--- config.mk ---
export PLATFORM = sky130hd
export DESIGN_NAME = instr_issuer
export DESIGN_NICKNAME = d
export VERILOG_FILES = /design/src/rtl/instr_issuer.sv
export SDC_FILE = /design/constraint.sdc
export NUM_CORES = 1
export LEC_CHECK = 0
export BUFFER_PORTS_ARGS = -buffer_cell sky130_fd_sc_hd__clkbuf_2
export CAP_MARGIN = 20
export CORE_ASPECT_RATIO = 2
export CORE_UTILIZATION = 25
export DETAILED_ROUTE_END_ITERATION = 6
export SETUP_SLACK_MARGIN = 0.02
export SYNTH_ARGS = -nofsm -noshare
export SYNTH_HDL_FRONTEND = slang
export SYNTH_SLANG_ARGS = --single-unit
--- constraint.sdc ---
create_clock -name CLK -period 2.7 [get_ports CLK]
set_input_delay 0.27 -clock CLK [delete_from_list [all_inputs] [get_ports CLK]]
set_output_delay 0.27 -clock CLK [all_outputs]
set_load 0.03 [all_outputs]
--- src/rtl/instr_issuer.sv ---
// Serial instruction loader: deserializes MSB-first words into a small FIFO
// and issues them on INSTRUCTION/write_en with a minimum spacing of GAP cycles.
module instr_issuer #(
  parameter int INSTR_W = 9,
  parameter int DEPTH   = 4,
  parameter int GAP     = 2
) (
  input  logic               CLK,
  input  logic               RESET_N,
  input  logic               SDI,
  input  logic               SVALID,
  input  logic               SCLR,
  input  logic               HOLD,
  output logic [INSTR_W-1:0] INSTRUCTION,
  output logic               write_en,
  output logic               FULL,
  output logic               EMPTY,
  output logic               OVERFLOW,
  output logic [7:0]         ISSUE_COUNT
);

  localparam int AW = (DEPTH > 1) ? $clog2(DEPTH) : 1;
  localparam int CW = $clog2(DEPTH + 1);
  localparam int BW = $clog2(INSTR_W);
  localparam int GW = $clog2(GAP + 1);

  typedef enum logic {IDLE, WAIT} state_t;

  state_t             state_q, state_nxt;
  logic [GW-1:0]      gap_q, gap_nxt;
  logic [INSTR_W-2:0] shreg;
  logic [BW-1:0]      bitcnt;
  logic [INSTR_W-1:0] mem [DEPTH];
  logic [AW-1:0]      wr_ptr, rd_ptr;
  logic [CW-1:0]      count, count_nxt;
  logic [INSTR_W-1:0] new_word;
  logic               word_done, push_ok, pop;

  // A completed word may enter a full FIFO only when the head leaves on the same edge.
  always_comb begin
    new_word  = {shreg, SDI};
    word_done = SVALID && !SCLR && (bitcnt == BW'(INSTR_W - 1));
    push_ok   = word_done && ((count < CW'(DEPTH)) || pop);
    count_nxt = count + CW'(push_ok) - CW'(pop);
  end

  always_comb begin
    state_nxt = state_q;
    gap_nxt   = gap_q;
    pop       = 1'b0;
    case (state_q)
      IDLE: begin
        if ((count != '0) && !HOLD) begin
          pop = 1'b1;
          if (GAP > 1) begin
            state_nxt = WAIT;
            gap_nxt   = GW'(GAP - 1);
          end
        end
      end
      WAIT: begin
        if (gap_q == GW'(1)) state_nxt = IDLE;
        else                 gap_nxt   = gap_q - GW'(1);
      end
      default: state_nxt = IDLE;
    endcase
  end

  always_ff @(posedge CLK or negedge RESET_N) begin
    if (!RESET_N) begin
      state_q <= IDLE;
      gap_q   <= '0;
    end else begin
      state_q <= state_nxt;
      gap_q   <= gap_nxt;
    end
  end

  // A finished word always restarts the bit counter, even when it is dropped.
  always_ff @(posedge CLK or negedge RESET_N) begin
    if (!RESET_N) begin
      shreg  <= '0;
      bitcnt <= '0;
    end else if (SCLR) begin
      shreg  <= '0;
      bitcnt <= '0;
    end else if (SVALID) begin
      shreg  <= new_word[INSTR_W-2:0];
      bitcnt <= word_done ? '0 : bitcnt + BW'(1);
    end
  end

  always_ff @(posedge CLK) begin
    if (push_ok) mem[wr_ptr] <= new_word;
  end

  always_ff @(posedge CLK or negedge RESET_N) begin
    if (!RESET_N) begin
      wr_ptr   <= '0;
      rd_ptr   <= '0;
      count    <= '0;
      FULL     <= 1'b0;
      EMPTY    <= 1'b1;
      OVERFLOW <= 1'b0;
    end else begin
      if (push_ok) wr_ptr <= wr_ptr + AW'(1);
      if (pop)     rd_ptr <= rd_ptr + AW'(1);
      count <= count_nxt;
      FULL  <= (count_nxt == CW'(DEPTH));
      EMPTY <= (count_nxt == '0);
      if (word_done && !push_ok) OVERFLOW <= 1'b1;
    end
  end

  always_ff @(posedge CLK or negedge RESET_N) begin
    if (!RESET_N) begin
      INSTRUCTION <= '0;
      write_en    <= 1'b0;
      ISSUE_COUNT <= '0;
    end else begin
      write_en <= pop;
      if (pop) begin
        INSTRUCTION <= mem[rd_ptr];
        ISSUE_COUNT <= ISSUE_COUNT + 8'd1;
      end
    end
  end

endmodule

==> results.sh <==
export IMPL_status="completed"
export IMPL_power_density_nw_per_um2=982
export IMPL_route_detailed_drc=0
export IMPL_maxSlewHeadroom_pct=55.5
export IMPL_areaGrowthSynthToFinish_pct=20.4
export IMPL_timing_rr_start="bitcnt[1]"
export IMPL_coreArea_um2=12600
export IMPL_clk_latency_ns=0.33
export IMPL_clkSinkCount=79
export IMPL_synth_area_um2=3260
export IMPL_grt_pass1_vias=1893
export IMPL_synth_area_top_cells="edfxtp_1 33%, dfrtp_1 32%, mux4_2 6.2%, ha_1 3.8%, mux2_4 3.7%"
export IMPL_synth_edf_count=36
export IMPL_skew_ns=0.00577
export IMPL_min_period_ns=2.54
export IMPL_grt_pass1_wl_mm=9.54
export IMPL_start_kind="register"
export IMPL_seq_area_frac_synth_pct=66.1
export IMPL_worst_slew_pin_slew_ns=0.667
export IMPL_syn_num_nets=220
export IMPL_clkSlewWorstSetupHoldPaths_ns=0.06
export IMPL_port_buffers=26
export IMPL_async_reset_ff_share_pct=54.4
export IMPL_use_met3_pct=3.03
export IMPL_dpl_instance_area_um2=3590
export IMPL_layout_commonest_cell="dfrtp_1"
export IMPL_grt_use_met1_pct=8.51
export IMPL_track_usage_pct=9.28
export IMPL_synth_top_cell_area_share_pct=33.1
export IMPL_gr_usage_met2_pct=17.4
export IMPL_vias=1715
export IMPL_worst_slack_ns=0.160
export IMPL_antenna_found_initial=0
export IMPL_via_per_inst=4.31
export IMPL_cp_end_kind="register"
export IMPL_arrival_ns=2.80
export IMPL_hold_slack_ns=0.0174
export IMPL_fin_setup_tns_ns=0
export IMPL_setup_violations=0
export IMPL_irDropWorstVdd_uv=410
export IMPL_synth_ff_type="dfrtp_1"
export IMPL_total_leakage_power_nw=1.59
export IMPL_cts_root_buf="clkbuf_16"
export IMPL_drv_slew=0
export IMPL_wl_per_cell_um=14.0
export IMPL_htreeDepth=3
export IMPL_synth_seq_cells=79
export IMPL_worst_setup_path_type="reg2reg"
export IMPL_drt_total_wl_mm=5.58
export IMPL_final_cells=398
export IMPL_synth_cell_type_count=40
export IMPL_drt_iter0_drc=86
export IMPL_pin_count=27
export IMPL_total_power_mw=3.86
export IMPL_die_y_um=164
export IMPL_std_cell_rows=58
export IMPL_final_cell_mix="42 x dfrtp_1, 36 x edfxtp_1, 26 x clkbuf_2"
export IMPL_grt_max_degree=44
export IMPL_stdcell_area_um2=3930
export IMPL_hold_class="in2async"
export IMPL_hpwl_mm=4.01
export IMPL_syn_area_per_cell_um2=16.1
export IMPL_clockBufferDepth=2
export IMPL_cts_tree="built"
export IMPL_period_share_pct=94.1
export IMPL_die_area_um2=13500
export IMPL_fp_dieW_um=82.8
export IMPL_rsz0062_at_grt="yes"
export IMPL_crit_fanout=3
export IMPL_insertedDiodeCount=0
export IMPL_required_ns=2.96
export IMPL_yosysTopAreaCell="edfxtp_1"
export IMPL_dp_cells=380
export IMPL_floorplan_initialDensity_pct=25.9
export IMPL_layout_drive_gt1_share_pct=33.5
export IMPL_drtAntennaViolNets=0
export IMPL_finalHoldViolCount=0
export IMPL_cts_made_buffers=9
export IMPL_maxCapViolations=0
export IMPL_ys_warn_count=0
export IMPL_fmax_mhz=394
export IMPL_overflow=0
export IMPL_utilization_pct=31.1
export IMPL_syn_inst=203
export IMPL_first_pass_iters=3
export IMPL_gp_congestion=0.696
export IMPL_layout_nets=260
export IMPL_postCtsHoldBufs=0
export IMPL_startpoint="bitcnt[1]"
export IMPL_grt_busiest_layer="met2"
export IMPL_dpl_worst_slack_ns=0.0361
## repair_timing
action,in CTS,in global routing
setup buffers,0,2
endpoints found under the setup margin,0,3
gates resized for setup,0,6
## Yosys cell counts (3+ instances only)
library cell and number:
o21ai_0 3, nand3_1 6, mux4_2 9, mux2_2 3
nor2_1 10, edfxtp_1 36, nand2_1 6, mux2_4 8
a21oi_1 3, dfrtp_1 42, xnor2_1 12, inv_1 10
clkbuf_1 3, ha_1 10, mux2i_1 9, and2_1 4
## final timing paths
check	end	slack [ns]	depth (start not counted)
hold / removal	OVERFLOW	0.02	2
max in group asynchronous	INSTRUCTION[7]	2.29	2
hold reg to reg	OVERFLOW	0.49	1
min in group CLK	bitcnt[0]	0.14	2
setup reg to reg	FULL	0.16	13
setup / recovery	FULL	0.16	13
## cell type report
type	count	area (um2)
Tap cell	150	188
Multi-Input combinational cell	106	1040
Clock inverter	7	73.8
Fill cell	1265	8700
Inverter	11	43.8
Clock buffer	9	225
Timing Repair Buffer	36	205
Sequential cell	79	2160
## power by group
part / switching, mW / internal, mW
Clock: 0.476 / 0.716
Sequential: 0.207 / 1.43
Combinational: 0.536 / 0.496
Total: 1.22 / 2.64
## worst max-delay path, stage by stage (launching register included)
cell and delay, ns:
dfrtp_1 0.40, inv_1 0.06, ha_2 0.17, and3b_2 0.19, and4b_1 0.21, inv_1 0.06
ha_1 0.28, inv_1 0.05, ha_1 0.13, inv_1 0.05, fa_2 0.35, xnor2_2 0.16
xnor2_2 0.20, nor3b_2 0.18
## cells by family after synthesis
family	after synthesis	synth area share, %
buffers and inverters	18	2.95
AND/OR/NAND/NOR	44	7.74
flip-flops	79	66.1
multiplexers	29	13.7
AO/OA/AOI/OAI	10	1.84
adder cells (fa/ha/maj)	11	4.45
XOR/XNOR	12	3.22
## sequential cells by signal, summed over array words and instances, names as in the netlist
| register | cells |
|---|---|
| write_en | 1 |
| OVERFLOW | 1 |
| state_q | 1 |
| FULL | 1 |
| gap_q | 2 |
| shreg | 8 |
| INSTRUCTION | 9 |
| wr_ptr | 2 |
| EMPTY | 1 |
| ISSUE_COUNT | 8 |
| mem | 36 |
| rd_ptr | 2 |
| count | 3 |
| bitcnt | 4 |
## metal layers
metal	wire (um)	share of wire, %	up-vias
met1	2000	36	870
met3	192	3.4	14
met4	165	3.0	0
met5	0	0	-
li1	-	-	810
met2	3220	58	21
Note: power is estimated with default switching activity, not from simulation.
